**src/rtl/uart_pkg.sv**
```systemverilog
// Shared UART constants and divisor type, used by the baud generator and the TX/RX paths.
package uart_pkg;

  localparam int UART_DIV_W      = 16;
  localparam int UART_FRAC_W     = 4;
  localparam int UART_OVERSAMPLE = 16;
  localparam int UART_DEF_INT    = 27;
  localparam int UART_DEF_FRAC   = 2;
  localparam int UART_MIN_DIV    = 2;

  typedef struct packed {
    logic [UART_DIV_W-1:0]  div_int;
    logic [UART_FRAC_W-1:0] div_frac;
  } uart_div_t;

endpackage

```
**src/rtl/uart_frac_div.sv**
```systemverilog
// Fractional prescaler: period counter, phase accumulator and double-buffered divisor.
// Emits a one-cycle combinational wrap strobe at the last cycle of each period.
module uart_frac_div
  import uart_pkg::*;
#(
  parameter int DIV_W    = UART_DIV_W,
  parameter int FRAC_W   = UART_FRAC_W,
  parameter int DEF_INT  = UART_DEF_INT,
  parameter int DEF_FRAC = UART_DEF_FRAC
) (
  input  logic              clk,
  input  logic              reset_n,
  input  logic              enable,
  input  logic [DIV_W-1:0]  div_int,
  input  logic [FRAC_W-1:0] div_frac,
  input  logic              div_load,
  input  logic              sync_clr,
  output logic              wrap,
  output logic              load_ok,
  output logic              load_rej
);

  typedef struct packed {
    logic [DIV_W-1:0]  i;
    logic [FRAC_W-1:0] f;
  } div_t;

  div_t              act;
  div_t              shd;
  logic              pending;
  logic [DIV_W-1:0]  cnt;
  logic [FRAC_W-1:0] acc;
  logic [FRAC_W:0]   acc_sum;
  logic [DIV_W:0]    last_cnt;

  // Carry out of the accumulator stretches this period by one cycle.
  assign acc_sum  = {1'b0, acc} + {1'b0, act.f};
  assign last_cnt = {1'b0, act.i} + {{DIV_W{1'b0}}, acc_sum[FRAC_W]}
                  - {{DIV_W{1'b0}}, 1'b1};

  // >= rather than == so an immediate reload to a shorter divisor cannot strand cnt.
  assign wrap     = enable && !sync_clr && ({1'b0, cnt} >= last_cnt);
  assign load_ok  = div_load && (div_int >= DIV_W'(UART_MIN_DIV));
  assign load_rej = div_load && !load_ok;

  always_ff @(posedge clk or negedge reset_n) begin
    if (!reset_n) begin
      cnt     <= '0;
      acc     <= '0;
      act     <= '{i: DIV_W'(DEF_INT), f: FRAC_W'(DEF_FRAC)};
      shd     <= '{i: DIV_W'(DEF_INT), f: FRAC_W'(DEF_FRAC)};
      pending <= 1'b0;
    end else begin
      if (sync_clr) begin
        cnt <= '0;
        acc <= '0;
      end else if (wrap) begin
        cnt <= '0;
        acc <= acc_sum[FRAC_W-1:0];
      end else if (enable) begin
        cnt <= cnt + 1'b1;
      end

      if (wrap && pending) begin
        act     <= shd;
        pending <= 1'b0;
      end

      // A load landing on a wrap edge is buffered for the following period.
      if (load_ok) begin
        if (!enable || sync_clr) begin
          act     <= '{i: div_int, f: div_frac};
          pending <= 1'b0;
        end else begin
          shd     <= '{i: div_int, f: div_frac};
          pending <= 1'b1;
        end
      end
    end
  end

endmodule

```
**src/rtl/uart_baud_gen.sv**
```systemverilog
// Fractional baud generator: oversample tick, bit tick and bit-rate square wave T_clk,
// with enable, glitch-free divisor reload, RX mid-bit resync and sticky config error.
module uart_baud_gen
  import uart_pkg::*;
#(
  parameter int DIV_W      = UART_DIV_W,
  parameter int FRAC_W     = UART_FRAC_W,
  parameter int OVERSAMPLE = UART_OVERSAMPLE,
  parameter int DEF_INT    = UART_DEF_INT,
  parameter int DEF_FRAC   = UART_DEF_FRAC
) (
  input  logic              clk,
  input  logic              reset_n,
  input  logic              enable,
  input  logic [DIV_W-1:0]  div_int,
  input  logic [FRAC_W-1:0] div_frac,
  input  logic              div_load,
  input  logic              sync_clr,
  output logic              tick_os,
  output logic              tick_bit,
  output logic              T_clk,
  output logic              cfg_err
);

  localparam int OS_W = $clog2(OVERSAMPLE);
  localparam logic [OS_W-1:0] OS_LAST = OS_W'(OVERSAMPLE - 1);
  localparam logic [OS_W-1:0] OS_HALF = OS_W'(OVERSAMPLE / 2);

  logic            wrap;
  logic            load_ok;
  logic            load_rej;
  logic [OS_W-1:0] os_cnt;

  uart_frac_div #(
    .DIV_W    (DIV_W),
    .FRAC_W   (FRAC_W),
    .DEF_INT  (DEF_INT),
    .DEF_FRAC (DEF_FRAC)
  ) u_frac_div (
    .clk      (clk),
    .reset_n  (reset_n),
    .enable   (enable),
    .div_int  (div_int),
    .div_frac (div_frac),
    .div_load (div_load),
    .sync_clr (sync_clr),
    .wrap     (wrap),
    .load_ok  (load_ok),
    .load_rej (load_rej)
  );

  always_ff @(posedge clk or negedge reset_n) begin
    if (!reset_n) begin
      os_cnt   <= '0;
      tick_os  <= 1'b0;
      tick_bit <= 1'b0;
      T_clk    <= 1'b0;
      cfg_err  <= 1'b0;
    end else begin
      tick_os  <= wrap;
      tick_bit <= wrap && (os_cnt == OS_LAST);

      // Resync lands mid-bit so the first bit tick samples the centre of the start bit.
      if (sync_clr) begin
        os_cnt <= OS_HALF;
        T_clk  <= 1'b1;
      end else if (wrap) begin
        if (os_cnt == OS_LAST) begin
          os_cnt <= '0;
          T_clk  <= 1'b0;
        end else begin
          os_cnt <= os_cnt + 1'b1;
          if (os_cnt == OS_HALF - 1'b1) T_clk <= 1'b1;
        end
      end

      if (load_rej)     cfg_err <= 1'b1;
      else if (load_ok) cfg_err <= 1'b0;
    end
  end

endmodule

```
**config.mk**
```make
export PLATFORM = sky130hd
export DESIGN_NAME = uart_baud_gen
export DESIGN_NICKNAME = d
export VERILOG_FILES = /design/src/rtl/uart_pkg.sv /design/src/rtl/uart_frac_div.sv /design/src/rtl/uart_baud_gen.sv
export SDC_FILE = /design/constraint.sdc
export NUM_CORES = 1
export LEC_CHECK = 0
export ABC_CLOCK_PERIOD_IN_PS = 7300
export BUFFER_PORTS_ARGS = -buffer_cell sky130_fd_sc_hd__buf_2
export CORE_UTILIZATION = 30
export DETAILED_ROUTE_END_ITERATION = 6
export PLACE_DENSITY_LB_ADDON = 0.25
export REMOVE_ABC_BUFFERS = 1
export SYNTH_ARGS = -nofsm -noshare
export SYNTH_HDL_FRONTEND = slang
export SYNTH_SLANG_ARGS = --single-unit
```
**constraint.sdc**
```tcl
create_clock -name clk -period 7.3 [get_ports clk]
set_clock_uncertainty 0.15 [all_clocks]
set_input_delay 1.46 -clock clk [delete_from_list [all_inputs] [get_ports clk]]
set_output_delay 1.46 -clock clk [all_outputs]
set_load 0.01 [all_outputs]
```
-- Word-level counts from Yosys, hierarchy flattened
Cells that the tools add are included.
- muxes and demuxes: 20
- add/subtract/negate cells: 5
- bitwise logic cells: 1
- reductions and logical operators: 17
- eq/ne operators: 2
- magnitude comparators: 2
- operators with widths (kind ; number):
    two-way mux 20 bit ; 3
    two-way mux 16 bit ; 3
    two-way mux 4 bit ; 5
    adder 16 x 1 -> 17 bit ; 1
    greater-or-equal comparator 16 x 17 -> 1 bit ; 1
    subtractor 17 x 1 -> 17 bit (second input constant) ; 1
    adder 16 x 1 -> 16 bit (second input constant) ; 1
    greater-or-equal comparator 16 x 2 -> 1 bit (second input constant) ; 1
    two-way mux 1 bit ; 9
    logical AND 1 bit ; 6
    nonzero test 2 bit ; 3
    nonzero test 3 bit ; 2
    adder 4 x 4 -> 5 bit ; 1
    adder 4 x 1 -> 4 bit (second input constant) ; 1
    == test 4 x 3 -> 1 bit (second input constant) ; 1
    == test 4 bit (second input constant) ; 1
    AND reduction 2 bit ; 2
    zero test 1 bit ; 3
    logical OR 1 bit ; 1
    NOT 1 bit ; 1
- output and inout port bits: 4
- bits in registers: 69
- bits of input ports: 25

-- Longest topological paths before layout
- depth after elaboration: 9
- depth in mapped cells: 19

-- Hierarchy
From an unflattened synthesis, not the netlist that was laid out.
- cell total of the unflattened synthesis: 374
- area total of the unflattened synthesis: 3896.2 µm²
- modules (own cells, without submodules) (module ; cells each ; area each (µm²) ; times used ; seq. area each (µm²)):
    uart_frac_div ; 345 ; 3570.9 ; 1 ; 1539.0
    uart_baud_gen ; 29 ; 325.3 ; 1 ; 200.2

-- Worst setup path after synthesis
Ideal clock, no wire load.
- path kind: reg-to-reg
- start point: register u_frac_div.acc[0]
- end point: register u_frac_div.cnt[10]
- data required time: 7.029 ns
- arrival time: 4.041 ns
- cell stages (with the launch flop): 18
- path buffers: 1
- setup slack: 2.987 ns
- path through: dfrtp_1 > ha_1 > fa_1 > a21o_1 > a21oi_1 > ha_1 > ha_1 > nor3b_2 > nand2_1 > nor3_1 > xnor2_1 > ha_1 > nand3_1 > o41ai_2 > nor2_1 > o31ai_1 > buf_2 > nor2_1
- word-level cells in the longest chain between the ends: 7
- elaborated cells on any way between the ends: 8
- ends and longest elaborated chain (item ; RTL line ; text):
    start, declared ; uart_frac_div.sv:32 ; logic [FRAC_W-1:0] acc;
    start signal, assigned ; uart_frac_div.sv:59 ; acc <= acc_sum[FRAC_W-1:0];
    adder 4 x 4 -> 5 bit (*) ; uart_frac_div.sv:37 ; assign acc_sum = {1'b0, acc} + {1'b0, act.f};
    adder 16 x 1 -> 17 bit (*) ; uart_frac_div.sv:38 ; assign last_cnt = {1'b0, act.i} + {{DIV_W{1'b0}}, acc_sum[FRAC_W]}
    subtractor 17 x 1 -> 17 bit (*) ; uart_frac_div.sv:39 ; - {{DIV_W{1'b0}}, 1'b1};
    greater-or-equal comparator 16 x 17 -> 1 bit (*) ; uart_frac_div.sv:42 ; assign wrap = enable && !sync_clr && ({1'b0, cnt} >= last_cnt);
    logical AND 1 bit (*) ; uart_frac_div.sv:42 ;
    two-way mux 16 bit ; uart_frac_div.sv:57 ; end else if (wrap) begin
    two-way mux 16 bit ; uart_frac_div.sv:54 ; if (sync_clr) begin
    end signal, assigned ; uart_frac_div.sv:61 ; cnt <= cnt + 1'b1;
    end, declared ; uart_frac_div.sv:31 ; logic [DIV_W-1:0] cnt;
Mark *: on every way between the ends. The rest lies on a longest branch, timed or not.
A chain may end at the register's enable or synchronous reset.

-- Worst setup path after layout
- start point: register u_frac_div.acc[0]
- end point: register os_cnt[2]
- word-level cells in the longest chain between the ends: 6
- ends and longest elaborated chain (item ; RTL line ; text):
    adder 4 x 4 -> 5 bit ; uart_frac_div.sv:37 ;
    adder 16 x 1 -> 17 bit ; uart_frac_div.sv:38 ;
    subtractor 17 x 1 -> 17 bit ; uart_frac_div.sv:39 ;
    greater-or-equal comparator 16 x 17 -> 1 bit ; uart_frac_div.sv:42 ;
    logical AND 1 bit ; uart_frac_div.sv:42 ;
    nonzero test 2 bit (no source line) ; - ;
    end signal, assigned ; uart_baud_gen.sv:72 ; os_cnt <= os_cnt + 1'b1;
    end, declared ; uart_baud_gen.sv:32 ; logic [OS_W-1:0] os_cnt;
No other way between the ends.

==> impl_metrics.yaml <==
sta:
  fmax_mhz: 218
  rsz0062_at_grt: "no"
  tightest_slew_ns: 0.989
  tns_ns: 0
  worst_slew_margin_rel_pct: 33.9
  hold_viol_final: 0
  final.period_utilization_pct: 62.9
  slew_violations: 0
  min_period_ns: 4.59
  setup_viol_count_final: 0
critical_path:
  crit_fanout: 18
  r2r_cells: 16
  crit_top_cell: "ha_1"
  path_class: "reg2reg"
  start_kind: "register"
  max_stage_delay_ns: 0.54
  cp.required_ns: 7.41
  critPathBufInv: 0
  path_cells: "ha_1, fa_1, a21o_1, a21oi_1, ha_1, ha_1, nor3b_2, nand2_1, nor3_1, xnor2_1, ha_1, nand3_1, o41ai_2, o211ai_2, nor2_1, mux2i_1"
  crit_family: "adder cells"
  slowest_stage: "o41ai_2"
  r2r_slack_ns: 2.71
  r2r-start: "u_frac_div.acc[0]"
  arrival_ns: 4.70
  rr_endpoint: "os_cnt[2]"
  endpoint_kind: "register"
routing:
  drc_errors: 0
  drt-pass1-iter-count: 4
  final_antenna_net_count: 0
  vias: 2685
  wire_per_inst_um: 13.1
  viasPerCell: 4.69
  routed_wirelength_um: 7470
  drt_iter0_markers: 57
global_routing:
  grt_max_degree: 70
  grt_pass1_vias: 2688
  antenna_found_initial: 0
  grt.total_usage_pct: 12.7
  grt_pass1_wl_um: 12900
  overflow: 0
layout:
  final_cell_area_um2: 4360
  drive_above_1_share_pct: 15.8
  finish.utilization_pct: 35.8
  diodes: 0
  fin_nets: 449
  area_delta_synth_final_pct: 15.3
clock_network:
  cts-root-buf: "clkbuf_16"
  h-tree-depth: 3
  holdBufCountCts: 0
  cts_sinks: 69
  cts_tree: "done"
  clkTransAtPathRegs_ns: 0.06
  post_cts_buffers: 0
  cts_resized: 0
  insertion_delay_ns: 0.33
  cts_buffer_depth: 2
  cts_buffers: 9
die:
  placeableCoreArea_um2: 12200
  die_h_um: 114
  ios: 29
  die_w_um: 114
  dieArea_um2: 13000
  start_util_pct: 31.0
  num_rows: 40
power_and_ir_drop:
  p_leak_nw: 2.02
  peakVddDrop_v: 0.000121
  p_per_area_nw_per_um2: 217
flow_run:
  cap_violations: 0
logic_synthesis:
  synthTopCellsByCount: "59 x dfrtp_1, 57 x nor2_1, 31 x a21oi_1"
  avgSynthCellArea_um2: 10.3
  ys_top_cells_by_area: "dfrtp_1 39%, ha_1 8.0%, dfstp_2 7.0%"
  synth-edff-count: 0
  yosysWarningCount: 0
  synth_top_area_share_pct: 39.1
  ys_types: 43
  synth_area_um2: 3780
  yosysTopAreaCell: "dfrtp_1"
  synth_ff_type: "dfrtp_1"
  ys_seq_area_share_pct: 46.1
  synth-seq-cells: 69
  netlist_instances: 368
  yosysMostFrequentCell: "dfrtp_1"
  ys_async_sr_fraction_pct: 100
hold_path:
  holdPathStages: 1
  min_from: "u_frac_div.shd[11]"
  min_path_type: "reg2reg"
  hold_end: "u_frac_div.shd[11]"
placement:
  gp_congestion: 0.748
  io_buffers: 28
  placedInstanceArea_um2: 4090
  hpwlAfterDp_um: 5240
outcome:
  status: "completed"
[cell families after synthesis]
group	Yosys count	share of synthesized area, %
simple gates	118	14.2
mux	43	12.1
xor+xnor	30	6.96
buf+inv	24	2.85
fa+ha+maj	25	8.48
flops	69	46.1
compound gates	59	9.34
[worst reg2reg max path: cells and delay by family (launching register included)]
kind,cells,cell delay (ns)
compound gates,4,1.29
xor+xnor,1,0.11
fa+ha+maj,5,1.29
flops,1,0.38
mux,1,0.20
simple gates,5,1.09
[registers in the layout (all words and copies together) (netlist names), 4 cells and up]
name and cells:
u_frac_div.acc 4, u_frac_div.cnt 16, u_frac_div.shd 20, os_cnt 4, u_frac_div.act 20
[power breakdown]
part | switching [mW] | leakage (nW) | internal (mW)
clock network | 0.162 | 0.123 | 0.229
registers | 0.0286 | 0.839 | 0.425
logic | 0.0536 | 1.06 | 0.0484
total | 0.244 | 2.02 | 0.702
[metrics by stage]
step                total power, mW  setup slack [ns]  instances  hold WS [ns]
global placement              0.561              2.78        556         0.324
detailed placement            0.565              2.67        556         0.331
CTS                           0.957              2.68        572         0.343
finish                        0.946              2.71        572         0.341
global route                  0.994              2.26        572         0.353
floorplan                     0.522              2.68        356         0.314
[cells in the final DEF, fill, tap and decap left out, types with 9 or more instances in the layout]
master     synthesis  routed
nor2_1            57      57
xnor2_1           16      16
a21oi_1           31      31
mux2i_1           23      23
o21ai_1            9       9
ha_1              24      24
nand3_1           10      10
mux2_1            19      19
nand2_1           24      24
xor2_1            14      14
buf_2              2      28
clkbuf_16          0       9
dfrtp_1           59      59
inv_1              9       9
dfstp_2           10      10
[worst max-delay path by stage]
| stage | end | depth (start not counted) | start | slack [ns] |
|---|---|---|---|---|
| global route | u_frac_div.acc[3] | 18 | u_frac_div.acc[0] | 2.26 |
| detailed placement | os_cnt[1] | 18 | u_frac_div.acc[0] | 2.67 |
| global placement | os_cnt[1] | 18 | u_frac_div.acc[0] | 2.78 |
| CTS | os_cnt[1] | 18 | u_frac_div.acc[0] | 2.68 |
| finish | os_cnt[2] | 16 | u_frac_div.acc[0] | 2.71 |
| floorplan | u_frac_div.cnt[10] | 16 | u_frac_div.acc[0] | 2.68 |
[routing by layer]
metal / track usage (%) / part of all wire (%)
met3: 2.75 / 2.5
met5: 0 / 0
met2: 20.4 / 44
met4: 5.02 / 1.7
met1: 16.7 / 51
[cell type report]
cell class / instances / area (um^2)
fill: 1226 / 7810
multi-input combinational: 275 / 1930
sequential: 69 / 1740
clock buffer: 12 / 236
tap: 168 / 210
timing repair buffer: 32 / 170
inverter: 12 / 45.0
clock inverter: 4 / 25.0
No activity file was read; power rests on OpenSTA's default activity.
